### src/rtl/recorder_pkg.sv
// Shared definitions for the recorder transport path: mode encoding, default
// geometry and the speed-factor sanitiser.
package recorder_pkg;

   localparam int unsigned DEFAULT_ADDR_W      = 18;
   localparam int unsigned DEFAULT_SAMPLE_RATE = 8000;
   localparam int unsigned DEFAULT_SPD_W       = 4;

   // Largest speed factor honoured; anything else falls back to 1.
   localparam int unsigned MAX_FACTOR = 8;

   typedef enum logic [1:0] {
      MODE_IDLE   = 2'd0,
      MODE_RECORD = 2'd1,
      MODE_PLAY   = 2'd2,
      MODE_PAUSE  = 2'd3
   } mode_e;

   // Effective speed factor: 0 or anything above MAX_FACTOR behaves as 1.
   function automatic int unsigned eff_factor(input int unsigned f);
      return (f == 0 || f > MAX_FACTOR) ? 1 : f;
   endfunction

endpackage

### src/rtl/bcd_sec_counter.sv
// Elapsed-seconds counter in BCD. Accumulates address steps and rolls one
// second every SAMPLE_RATE samples; tens wrap 9 -> 0.
module bcd_sec_counter #(
   parameter int unsigned SAMPLE_RATE = 8000,
   parameter int unsigned STEP_W      = 4
) (
   input  logic              clk,
   input  logic              reset,
   input  logic              clear,
   input  logic              advance,
   input  logic [STEP_W-1:0] step,
   output logic [3:0]        sec_tens,
   output logic [3:0]        sec_ones
);

   // Holds residual samples below one second plus one maximal step.
   localparam int unsigned ACC_W = $clog2(SAMPLE_RATE + (1 << STEP_W));

   logic [ACC_W-1:0] acc;
   logic [ACC_W-1:0] acc_sum;
   logic             wrap;

   // Next accumulator value and whether it completes a second.
   always_comb begin
      acc_sum = acc + ACC_W'(step);
      wrap    = (acc_sum >= ACC_W'(SAMPLE_RATE));
   end

   // Sample accumulator and BCD digits; clear tracks every address reset.
   always_ff @(posedge clk) begin
      if (reset || clear) begin
         acc      <= '0;
         sec_ones <= 4'd0;
         sec_tens <= 4'd0;
      end else if (advance) begin
         if (wrap) begin
            acc <= acc_sum - ACC_W'(SAMPLE_RATE);
            if (sec_ones == 4'd9) begin
               sec_ones <= 4'd0;
               sec_tens <= (sec_tens == 4'd9) ? 4'd0 : sec_tens + 4'd1;
            end else begin
               sec_ones <= sec_ones + 4'd1;
            end
         end else begin
            acc <= acc_sum;
         end
      end
   end

endmodule

### src/rtl/transport_ctrl.sv
// Transport controller: turns play/record/stop levels into the recorder mode,
// owns the single SRAM sample address, record length, fast/slow stepping and
// the elapsed-seconds display count.
module transport_ctrl
   import recorder_pkg::*;
#(
   parameter int unsigned ADDR_W      = DEFAULT_ADDR_W,
   parameter int unsigned SAMPLE_RATE = DEFAULT_SAMPLE_RATE,
   parameter int unsigned SPD_W       = DEFAULT_SPD_W
) (
   input  logic              clk,
   input  logic              reset,
   input  logic              play,
   input  logic              record,
   input  logic              stop,
   input  logic              sample_tick,
   input  logic              speed,
   input  logic [SPD_W-1:0]  factor,
   output logic [1:0]        mode,
   output logic [ADDR_W-1:0] addr,
   output logic              wr_en,
   output logic              rd_en,
   output logic [SPD_W-1:0]  slow_phase,
   output logic [ADDR_W-1:0] end_addr,
   output logic [3:0]        sec_tens,
   output logic [3:0]        sec_ones
);

   localparam logic [ADDR_W-1:0] ADDR_MAX = '1;

   mode_e             state;
   logic              play_q;
   logic              record_q;
   logic              stop_q;
   logic              stop_edge;
   logic              record_edge;
   logic              play_edge;
   logic [SPD_W-1:0]  eff_n;
   logic [SPD_W-1:0]  step_n_q;   // factor captured at the tick that issued rd_en
   logic              slow_q;     // speed captured at the same tick
   logic [SPD_W-1:0]  adv_step;
   logic [SPD_W-1:0]  phase_after;
   logic [ADDR_W:0]   adv_sum;
   logic              last_phase;
   logic              adv_now;
   logic              rec_full;
   logic              play_done;
   logic              force_zero;
   logic              sec_adv;

   assign mode = state;

   // Previous button levels for rising-edge detection.
   always_ff @(posedge clk) begin
      if (reset) begin
         play_q   <= 1'b0;
         record_q <= 1'b0;
         stop_q   <= 1'b0;
      end else begin
         play_q   <= play;
         record_q <= record;
         stop_q   <= stop;
      end
   end

   // Resolve edge priority and decode this cycle's address advance/termination.
   always_comb begin
      stop_edge   = stop & ~stop_q;
      record_edge = record & ~record_q & ~stop_edge;
      play_edge   = play & ~play_q & ~stop_edge & ~(record & ~record_q);
      eff_n       = SPD_W'(eff_factor(32'(factor)));
      adv_step    = (state == MODE_PLAY && !slow_q) ? step_n_q : SPD_W'(1);
      // One extra bit so a step past the top of memory still compares correctly.
      adv_sum     = {1'b0, addr} + {{(ADDR_W + 1 - SPD_W){1'b0}}, adv_step};
      last_phase  = (slow_phase == step_n_q - SPD_W'(1));
      phase_after = slow_phase;
      adv_now     = 1'b0;
      rec_full    = 1'b0;
      play_done   = 1'b0;
      force_zero  = 1'b0;
      unique case (state)
         MODE_IDLE: begin
            force_zero = record_edge | (play_edge & (end_addr != '0));
         end
         MODE_RECORD: begin
            // The strobe cycle is when the write lands; advance once it has.
            if (!stop_edge && wr_en) begin
               adv_now  = 1'b1;
               rec_full = (addr == ADDR_MAX);
            end
            force_zero = stop_edge | rec_full;
         end
         MODE_PLAY: begin
            if (!stop_edge && rd_en) begin
               if (slow_q) begin
                  phase_after = last_phase ? '0 : slow_phase + SPD_W'(1);
                  adv_now     = last_phase;
               end else begin
                  adv_now = 1'b1;
               end
               play_done = adv_now && (adv_sum >= {1'b0, end_addr});
            end
            force_zero = play_done;
         end
         MODE_PAUSE: begin
            force_zero = stop_edge | record_edge;
         end
      endcase
      sec_adv = adv_now & ~force_zero;
   end

   // Mode FSM with registered strobes, address, phase and record length.
   always_ff @(posedge clk) begin
      if (reset) begin
         state      <= MODE_IDLE;
         addr       <= '0;
         end_addr   <= '0;
         wr_en      <= 1'b0;
         rd_en      <= 1'b0;
         slow_phase <= '0;
         step_n_q   <= SPD_W'(1);
         slow_q     <= 1'b0;
      end else begin
         wr_en <= 1'b0;
         rd_en <= 1'b0;
         if (force_zero) begin
            addr       <= '0;
            slow_phase <= '0;
         end else if (adv_now) begin
            addr <= adv_sum[ADDR_W-1:0];
         end
         unique case (state)
            MODE_IDLE: begin
               if (record_edge) begin
                  state <= MODE_RECORD;
               end else if (play_edge && end_addr != '0) begin
                  state <= MODE_PLAY;
               end
            end
            MODE_RECORD: begin
               if (stop_edge) begin
                  state    <= MODE_IDLE;
                  end_addr <= addr;
               end else if (rec_full) begin
                  // Length saturates: the top word is recorded but not addressable +1.
                  state    <= MODE_IDLE;
                  end_addr <= ADDR_MAX;
               end else if (sample_tick) begin
                  wr_en <= 1'b1;
               end
            end
            MODE_PLAY: begin
               if (stop_edge) begin
                  state <= MODE_PAUSE;
               end else if (play_done) begin
                  state <= MODE_IDLE;
               end else if (sample_tick) begin
                  rd_en      <= 1'b1;
                  step_n_q   <= eff_n;
                  slow_q     <= ~speed;
                  slow_phase <= (phase_after >= eff_n) ? '0 : phase_after;
               end else begin
                  slow_phase <= phase_after;
               end
            end
            MODE_PAUSE: begin
               if (stop_edge) begin
                  state <= MODE_IDLE;
               end else if (record_edge) begin
                  state <= MODE_RECORD;
               end else if (play_edge) begin
                  state <= MODE_PLAY;
               end
            end
         endcase
      end
   end

   bcd_sec_counter #(
      .SAMPLE_RATE (SAMPLE_RATE),
      .STEP_W      (SPD_W)
   ) u_sec (
      .clk      (clk),
      .reset    (reset),
      .clear    (force_zero),
      .advance  (sec_adv),
      .step     (adv_step),
      .sec_tens (sec_tens),
      .sec_ones (sec_ones)
   );

endmodule
### config.mk
export PLATFORM = sky130hd
export DESIGN_NAME = transport_ctrl
export DESIGN_NICKNAME = d
export VERILOG_FILES = /design/src/rtl/recorder_pkg.sv /design/src/rtl/bcd_sec_counter.sv /design/src/rtl/transport_ctrl.sv
export SDC_FILE = /design/constraint.sdc
export NUM_CORES = 1
export LEC_CHECK = 0
export ABC_AREA = 1
export ABC_CLOCK_PERIOD_IN_PS = 4400
export BUFFER_PORTS_ARGS = -buffer_cell sky130_fd_sc_hd__clkbuf_2
export CORE_UTILIZATION = 40
export DETAILED_ROUTE_END_ITERATION = 16
export PLACE_DENSITY_LB_ADDON = 0.1
export SYNTH_ARGS = -nofsm -noshare
export SYNTH_HDL_FRONTEND = slang
export SYNTH_SLANG_ARGS = --single-unit
export TNS_END_PERCENT = 1
### constraint.sdc
create_clock -name clk -period 4.4 [get_ports clk]
set_input_delay 0.22 -clock clk [delete_from_list [all_inputs] [get_ports clk]]
set_output_delay 0.22 -clock clk [all_outputs]
set_load 0.05 [all_outputs]
==> results.toml, run 1 <==
[run_status]
status = "finished, violations left"
violations = "DRC"

[global_route]
grt_pass1_vias = 4667
antenna_found_initial = 0
grtUsageTotal = 0.219
grt_pass1_wl_mm = 22.6
overflow = 0
grt_max_degree = 27

[critical_path]
cp.required_ps = 4640
cp.arrival_ps = 4360
startpoint_type = "register"
cp_max_fo = 7
reg2reg_to = "u_sec.sec_ones[2]"
critPathSlowestCell = "dfxtp_2"
criticalPathCategory = "reg2reg"
worst-r2r-setup-slack_ps = 280
crit_top_cell = "nand2_1"
crit_path_max_incr_delay_ps = 320
worst_setup_path_end_kind = "register"
ff2ff_path_depth = 31
timing.rr.start = "mode[0]"

[hold_path]
min_to = "slow_q"
min_path_cells = 2
min_path_type = "in2reg"
hp-start = "speed"

[timing]
hold_viol = 0
final-setup-viol-count = 0
finClkSkew_ps = 9.41
slew_violations = 0
worstMarginPinSlew_ps = 858
finalSetupTns_ps = 0
period_share = 0.937
fin_crit_ps = 4120
relSlewSlack = 0.427
timing.fmax_ghz = 0.242
hold-worst-slack_ps = 45.0

[yosys]
synth.top_cells.by_count = "nand2_1, inv_1, dfxtp_1"
synth.area.top_cells = "dfxtp_1, nand2_1, inv_1"
yosysSeqAreaShare = 0.285
synthesis.area_sq_um = 5140
syn_inst = 742
synth-seq-cells = 73
synthSimpleGateAreaFrac = 0.315
synth_top_area_frac = 0.285
syn-num-nets = 788
muxShareOfSynthArea = 0
synth_edf_count = 0
synth_compound_area_frac = 0.158
synth_most_common_cell = "nand2_1"
yosys.area_share.xor_xnor = 0.0392
synth_top_family_by_area = "simple AND/OR/NAND/NOR gates"
synth_flop_cell = "dfxtp_1"
synth_warnings = 0
syn_avg_cell_area_sq_um = 6.92
synthAdderAreaFrac = 0.0853
synth-async-reset-ratio = 0
yosys.area.top_type = "dfxtp_1"
ys_types = 48

[route]
drt_iter0_markers = 277
vias = 4973
drc = 2
antenna_left = 0
wirelength_mm = 13.9
viasPerCell = 5.00
wl_per_cell_microns = 14.0
drtPass1Iterations = 10

[cts]
cts.clk_slew.worst_paths_ps = 60
htree_levels = 3
cts_tree = "yes"
cts_root_buf = "clkbuf_16"
clk_latency_ps = 340
cts-buffers-inserted = 9
cts_max_path_buffers = 2
clock-sinks = 73
holdBufCountCts = 0

[place]
io_buffers = 62
hpwl_mm = 10.4
placed_area_sq_um = 5650
gp_congestion = 0.898

[floorplan]
die-area_sq_um = 13300
start_util = 0.409
dieWidth_microns = 115
rows = 41
core_sq_um = 12600
die_y_microns = 115
io_pins = 63

[power_and_ir_drop]
finalPower_mw = 2.35
ir_drop_mv = 0.149
power.leakage_nw = 2.89
p_per_area_nw_per_um2 = 379

[flow_run]
cap_violations = 0

[cells_and_area]
syn2layout_area_growth_pct = 20.9
n_antenna_cell = 0
drive_gt1_frac = 0.222
layout.nets = 865
final_area_sq_um = 6210
## per-stage QoR
step | cells | setup WS [ps] | util
5_1_grt | 995 | -77.9 | 0.494
4_1_cts | 983 | 44.0 | 0.477
6_report | 995 | 275 | 0.494
2_1_floorplan | 742 | 195 | -
3_5_place_dp | 968 | -22.7 | 0.450
3_3_place_gp | 968 | 38.9 | 0.450
## logic make-up after synthesis
logic type | after synthesis
fa+ha+maj | 35
buf+inv | 155
compound gates | 130
xor+xnor | 23
flops | 73
simple gates | 326
## placed cells by master, fill, tap and decap left out, types with 3 or more instances in the layout
master / Yosys / layout
nor3_1: 11 / 10
or2_2: 3 / 3
inv_2: 8 / 9
nand4_1: 16 / 16
nor2_4: 3 / 7
nand3b_1: 4 / 4
nand3_1: 38 / 37
nand2_4: 10 / 13
nand2_1: 146 / 139
o21ai_1: 4 / 5
o221ai_1: 18 / 18
nand2_2: 14 / 18
a21oi_2: 3 / 5
dfxtp_2: 0 / 3
o21ai_0: 29 / 28
nor2_2: 4 / 3
xor2_1: 15 / 14
ha_1: 35 / 33
a31oi_1: 3 / 3
clkbuf_2: 0 / 62
xnor2_1: 8 / 8
clkbuf_16: 0 / 9
buf_4: 1 / 17
nor2_1: 58 / 55
nor4_1: 4 / 4
clkbuf_8: 0 / 3
inv_1: 130 / 128
nand3_2: 7 / 8
a21oi_1: 55 / 53
dfxtp_1: 73 / 70
## sequential cells by signal, indices dropped and copies added, names as in the netlist, 2 cells and up
| register | flops |
|---|---|
| u_sec.acc | 13 |
| slow_phase | 4 |
| step_n_q | 4 |
| u_sec.sec_tens | 4 |
| mode | 2 |
| u_sec.sec_ones | 4 |
| addr | 18 |
| end_addr | 18 |
## layer usage
| layer | vias up | global-route usage | part of all wire |
|---|---|---|---|
| met5 | - | 0 | 0 |
| met4 | 0 | 0.104 | 0.026 |
| met3 | 26 | 0.0306 | 0.028 |
| met2 | 74 | 0.376 | 0.49 |
| met1 | 2300 | 0.269 | 0.45 |
| li1 | 2573 | - | - |
## how the worst max path moves through the flow
| stage | cells after the start | slack, ps | endpoint | startpoint |
|---|---|---|---|---|
| 3_5_place_dp | 30 | -20 | step_n_q[2] | mode[0] |
| 3_3_place_gp | 30 | 40 | u_sec.acc[9] | mode[0] |
| 6_report | 31 | 280 | u_sec.sec_ones[2] | mode[0] |
| 5_1_grt | 31 | -80 | u_sec.acc[3] | mode[0] |
| 2_1_floorplan | 37 | 200 | addr[10] | mode[0] |
| 4_1_cts | 33 | 40 | u_sec.acc[3] | mode[0] |
## final cells by class
cell class / instances / area, sq um
fill: 1317 / 6360
inverter: 139 / 527
sequential: 73 / 1470
multi-input combinational: 514 / 3180
clock buffer: 13 / 270
clock inverter: 2 / 60.1
timing repair buffer: 82 / 489
tap: 172 / 215
## what timing repair did
item | in CTS | in global routing
resized for setup | 2 | 33
buffers inserted | 0 | 12
pin swaps | 0 | 14
endpoints found under the setup margin | 11 | 51
## where the power goes
part	leakage, nW	switching, mW	internal, mW	total [mW]
registers	0.592	0.0438	0.704	0.747
logic	2.14	0.521	0.258	0.778
clock network	0.162	0.285	0.540	0.825
## worst max-delay path: cells and delay by family, from the launching register on
family / cells / cell delay, ps
adder cells (fa/ha/maj): 2 / 420
AO/OA/AOI/OAI: 4 / 820
flip-flops: 1 / 320
buffers and inverters: 3 / 160
AND/OR/NAND/NOR: 22 / 2280
(Power assumes the default switching activity.)
==> inputs of run 2 (changes only) <==
CORE_ASPECT_RATIO = 0.8   (was unset)
GPL_TIMING_DRIVEN = 0   (was unset)
==> run 2 against run 1 <==
The flow now finishes without violations. Non-clock buffer count increased by 14. Count of clock-buffer cells in the layout decreased by 2. Critical path depth unchanged. Combinational power increased by 4.6%. Via count increased by 3.8%. Sequential cell count unchanged. Worst hold slack improved by 10 ps. First-iteration DRC count increased by 16%. Final cell count increased by 1.4%. Cell area increased by 2.7%. Total power increased by 8.1%.
==> results.toml, run 2 (same netlist as run 1, synthesis figures left out) <==
[cts]
cts.clk_slew.worst_paths_ps = 60
cts_tree = "yes"
cts_max_path_buffers = 2
cts_root_buf = "clkbuf_16"
holdBufCountCts = 0
cts-buffers-inserted = 9
clk_latency_ps = 340
htree_levels = 3
clock-sinks = 73

[power_and_ir_drop]
p_sw_mw = 0.899
pwr-share-clk = 0.383
finalPower_mw = 2.54
internal_power_mw = 1.64
seq_power_share = 0.297
power.leakage_nw = 3.00
comb_power_share = 0.320
p_sw_frac = 0.353
ir_drop_mv = 0.244
p_per_area_nw_per_um2 = 399

[floorplan]
io_pins = 63
die_y_microns = 103
start_util = 0.416
rows = 36
core_sq_um = 12300
die-area_sq_um = 13300
dieWidth_microns = 129

[timing]
finClkSkew_ps = 7.32
hold_viol = 0
relSlewSlack = 0.532
worst_slack_ps = 206
period_share = 0.953
timing.fmax_ghz = 0.238
hold-worst-slack_ps = 54.9
fin_crit_ps = 4190
worstMarginPinSlew_ps = 702
rsz0062_at_grt = "yes"
final-setup-viol-count = 0
slew_violations = 0

[global_route]
grtUsageTotal = 0.228
grt_pass1_vias = 4563
antenna_found_initial = 0
grt_pass1_wl_mm = 23.3
overflow = 0
grt_max_degree = 13

[route]
antenna_left = 0
wl_per_cell_microns = 14.5
vias = 5162
drc = 0
viasPerCell = 5.12
drtPass1Iterations = 5
drt_iter0_markers = 322
wirelength_mm = 14.6

[critical_path]
startpoint_type = "register"
timing.rr.start = "mode[0]"
cp_max_fo = 7
ff2ff_path_depth = 31
critPathSlowestCell = "dfxtp_4"
cp.required_ps = 4630
crit_top_cell = "nand2_1"
reg2reg_to = "u_sec.sec_ones[2]"
worst-r2r-setup-slack_ps = 210
criticalPathCategory = "reg2reg"
crit_path_max_incr_delay_ps = 350
cp.arrival_ps = 4430
setup.worst_path.end = "u_sec.sec_ones[2]"
worst_setup_path_end_kind = "register"
crit_start = "mode[0]"

[cells_and_area]
final_area_sq_um = 6380
syn2layout_area_growth_pct = 24.2
drive_gt1_frac = 0.234
n_antenna_cell = 0
mostFrequentLayoutCell = "nand2_1"
final_cells = 1009
largest_registers = "addr: 18 flops, end_addr: 18 flops, u_sec.acc: 13 flops"
final_cell_mix = "nand2_1, inv_1, dfxtp_1"
layout.nets = 879

[run_status]
status = "completed"

[place]
io_buffers = 62
dpl.cell_count = 975
dp_slack_ps = -220
hpwl_mm = 11.1
placed_area_sq_um = 5660
gp_congestion = 0.884

[hold_path]
min_path_type = "in2reg"

[flow_run]
cap_violations = 0
## run 2: cell types whose count changed in the layout (fill, tap and decap cells not counted), moves of 2 or more
cell	change
buf_12	-2
buf_2	+4
buf_6	+3
bufinv_16	+3
clkbuf_1	+6
clkbuf_8	-2
ha_4	+2
nand2_1	-2
nand2_2	-3
nand2_4	+5
nor2_2	+3
nor2_4	-2
## run 2: metrics by stage
step	setup TNS [ps]	utilization
after floorplan	0	-
after CTS	-3.97	0.494
after global placement	-4910	0.459
after detailed placement	-6120	0.459
final	0	0.517
after global routing	-565	0.517
## run 2: how the worst min path moves through the flow
| stage | startpoint | endpoint | slack (ps) | depth (start not counted) |
|---|---|---|---|---|
| after global placement | speed | slow_q | 400 | 2 |
| after global routing | speed | slow_q | 50 | 2 |
| after CTS | speed | slow_q | 50 | 2 |
| after floorplan | speed | slow_q | 310 | 1 |
| after detailed placement | speed | slow_q | 400 | 2 |
| final | speed | slow_q | 50 | 2 |
## run 2: metal layers
| layer | share of wire | GRT usage | vias to the layer above |
|---|---|---|---|
| li1 | - | - | 2612 |
| met1 | 0.51 | 0.336 | 2398 |
| met2 | 0.42 | 0.339 | 136 |
| met3 | 0.060 | 0.0350 | 16 |
| met4 | 0.016 | 0.0688 | 0 |
| met5 | 0 | 0 | - |
## run 2: timing repair
action | 4_1_cts | 5_1_grt
setup buffers | 1 | 17
setup endpoints to repair | 47 | 51
resized for setup | 11 | 39
pin swaps | 1 | 15
## run 2: final cells by class
class,count,area [sq um]
Clock buffer,11,243
Fill cell,1260,5960
Inverter,139,527
Timing Repair Buffer,80,445
Buffer,16,98.8
Sequential cell,73,1470
Multi-Input combinational cell,514,3230
Tap cell,171,214
Clock inverter,5,150
## run 2: power groups by stage
stage          Clock [mW]  Combinational [mW]  Sequential, mW
6_report            0.974               0.814           0.754
5_1_grt              1.02               0.878           0.759
4_1_cts             0.991               0.747           0.749
3_5_place_dp            0               0.720           0.763
3_3_place_gp            0               0.715           0.761
2_1_floorplan           0               0.422           0.863
## run 2: critical path: cells and delay by family, from the launching register on
family | cells | cell delay [ps]
simple gates | 22 | 2260
compound gates | 4 | 830
fa+ha+maj | 2 | 440
flops | 1 | 350
buf+inv | 3 | 200
==> inputs of run 3 (changes only) <==
ABC_AREA = unset   (was 1)
PLACE_DENSITY_LB_ADDON = 0.3   (was 0.1)
==> run 3 against run 2 <==
The run now ends with setup timing left. Worst hold slack gained 28 ps. Total power shrank 7.3%. Utilization grew 0.088 points. Synthesized area shrank 0.51%. Via count shrank 0.97%. Routed wire length grew 0.60%. Largest cell class unchanged. Critical endpoint is now u_sec.sec_tens[1].
==> results.toml, run 3 <==
[run_status]
status = "finished, violations left"
violations = "setup timing"

[yosys]
syn_avg_cell_area_sq_um = 7.89
synth_flop_cell = "dfxtp_1"
synth.area.top_cells = "dfxtp_1, ha_1, nor2_1"
synth-async-reset-ratio = 0
syn_inst = 648
synth-seq-cells = 73
yosys.area.top_type = "dfxtp_1"
synth_edf_count = 0
synth_most_common_cell = "nor2_1"
synthesis.area_sq_um = 5110
synth_warnings = 0
syn-num-nets = 694
synth_top_area_frac = 0.286
yosysSeqAreaShare = 0.286
synth.top_cells.by_count = "nor2_1, dfxtp_1, nand2_1"
ys_types = 74

[cells_and_area]
final-seq-area_sq_um = 1470
drive_gt1_frac = 0.219
syn2layout_area_growth_pct = 24.6
largest_registers = "addr: 18 flops, end_addr: 18 flops, u_sec.acc: 13 flops"
fillerInstances = 1159
final_cells = 928
mostFrequentLayoutCell = "nor2_1"
n_antenna_cell = 0
final_cell_mix = "nor2_1, dfxtp_1, clkbuf_2"
multi_input_area_sq_um = 3570
layout.nets = 798

[cts]
cts_tree = "yes"
cts.clk_slew.worst_paths_ps = 60
cts-buffers-inserted = 9
cts_max_path_buffers = 2
cts_root_buf = "clkbuf_16"
htree_levels = 3
clock-sinks = 73
holdBufCountCts = 0
clk_latency_ps = 350

[timing]
finClkSkew_ps = 8.39
worstMarginPinSlew_ps = 633
timing.fmax_ghz = 0.210
hold_viol = 0
final-setup-viol-count = 50
slew_violations = 0
rsz0062_at_grt = "yes"
period_share = 1.08
fin_crit_ps = 4760
finalSetupTns_ps = -10820
relSlewSlack = 0.574
worst_slack_ps = -356

[power_and_ir_drop]
p_sw_frac = 0.390
power.leakage_nw = 2.59
ir_drop_mv = 0.203
p_per_area_nw_per_um2 = 370
p_sw_mw = 0.919
seq_power_share = 0.318
finalPower_mw = 2.36
pwr-share-clk = 0.292
internal_power_mw = 1.44
comb_power_share = 0.389

[critical_path]
criticalPathCategory = "reg2reg"
ff2ff_path_depth = 23
worst-r2r-setup-slack_ps = -360
cp_max_fo = 5
worst_setup_path_end_kind = "register"
timing.rr.start = "mode[0]"
cp.arrival_ps = 5030
startpoint_type = "register"
reg2reg_to = "u_sec.sec_tens[1]"
cp.required_ps = 4680

[flow_run]
cap_violations = 0

[place]
io_buffers = 61
dpl.cell_count = 880
hpwl_mm = 10.5
gp_congestion = 0.887

[floorplan]
io_pins = 63
start_util = 0.416
dieWidth_microns = 128
rows = 36
die_y_microns = 103
core_sq_um = 12300
die-area_sq_um = 13200

[route]
wl_per_cell_microns = 15.9
drt_iter0_markers = 292
drc = 0
drtPass1Iterations = 5
viasPerCell = 5.51
vias = 5112
wirelength_mm = 14.7
antenna_left = 0

[global_route]
overflow = 0
grt_pass1_wl_mm = 23.4
grt_max_degree = 13
grtUsageTotal = 0.229
antenna_found_initial = 0
grt_pass1_vias = 4756

[hold_path]
min_path_type = "in2reg"
hp-start = "speed"
min_to = "slow_q"
min_path_cells = 2
[run 3: cell count changes in the layout (fill, tap and decap cells not counted), sizes merged, moves of 10 or more]
cell / change
nand2: -116
a21oi: -25
nor2b: +12
xnor2: +19
o221ai: -17
inv: -109
nand2b: +12
buf: +19
nand3: -32
nor2: +26
o21ai: -10
clkbuf: +12
nor3: +18
[run 3: how the worst max path moves through the flow]
stage             from           endpoint  slack, ps  cells past startpoint
4_1_cts        mode[0]  u_sec.sec_ones[3]       -450                     25
3_3_place_gp   mode[0]            addr[8]       -790                     24
6_report       mode[0]  u_sec.sec_tens[1]       -360                     23
2_1_floorplan  mode[0]  u_sec.sec_ones[1]       -100                     25
5_1_grt        mode[0]  u_sec.sec_ones[3]       -650                     24
3_5_place_dp   mode[0]       u_sec.acc[5]       -850                     24
[run 3: layout make-up]
type,count,area share
clock buffers,13,0.0393
plain buffers,31,0.0281
well taps,171,0.0336
multi-input cells,513,0.560
inverters,30,0.0181
repair buffers,94,0.0871
flip-flops and latches,73,0.231
clock inverters,3,0.00275
[run 3: through the flow]
step                      setup WS [ps]  utilization  hold slack (ps)  area [sq um]
after global placement             -787        0.464              441          5710
after CTS                          -454        0.510             80.7          6280
after floorplan                    -103            -              330          5190
after detailed placement           -852        0.464              447          5710
final                              -356        0.518             83.3          6360
after global routing               -649        0.518              108          6360
[run 3: kinds of logic (layout without fill, tap and decap cells)]
| kind of cell | after synthesis | count (layout) | share of synthesized area |
|---|---|---|---|
| adders and majority gates | 39 | 39 | 0.0935 |
| muxes | 8 | 8 | 0.0159 |
| and+or+nand+nor | 285 | 285 | 0.280 |
| DFF | 73 | 73 | 0.286 |
| AOI/OAI and AO/OA | 134 | 134 | 0.189 |
| xor gates and xnor gates | 47 | 47 | 0.0835 |
| buffers and inverters | 62 | 171 | 0.0522 |
[run 3: worst max-delay path, cell delays in order (launching register included)]
cell,delay [ps]
dfxtp_4,360
inv_4,40
ha_4,160
buf_6,120
and3b_2,210
xor2_2,160
ha_4,180
a211o_1,280
a221oi_2,290
nand3b_1,150
o211ai_1,140
and2_4,220
xor2_1,140
ha_1,330
nand4_1,160
a211oi_2,280
nor3_2,80
a211oi_2,420
nor4_4,110
o21ai_4,260
nor4_4,80
buf_4,150
a31o_2,230
a21oi_2,120
[run 3: timing repair]
action	CTS	global route
gates resized for setup	18	16
cloned	1	0
pin swaps	23	18
hold endpoints to repair	0	0
buffers inserted	31	2
setup endpoints to repair	51	51
[run 3: power by group through the flow]
stage / Combinational (mW) / Clock, mW / Sequential (mW)
floorplan: 0.448 / 0 / 0.882
CTS: 0.878 / 0.696 / 0.749
detailed placement: 0.763 / 0 / 0.764
global placement: 0.748 / 0 / 0.762
global route: 0.992 / 0.718 / 0.756
finish: 0.918 / 0.689 / 0.750
[run 3: routing by layer]
layer	global-route usage	vias to the layer above	wire, microns
li1	-	2515	-
met1	0.301	2426	7100
met2	0.374	154	6570
met3	0.0483	17	776
met4	0.0787	0	259
met5	0	-	0
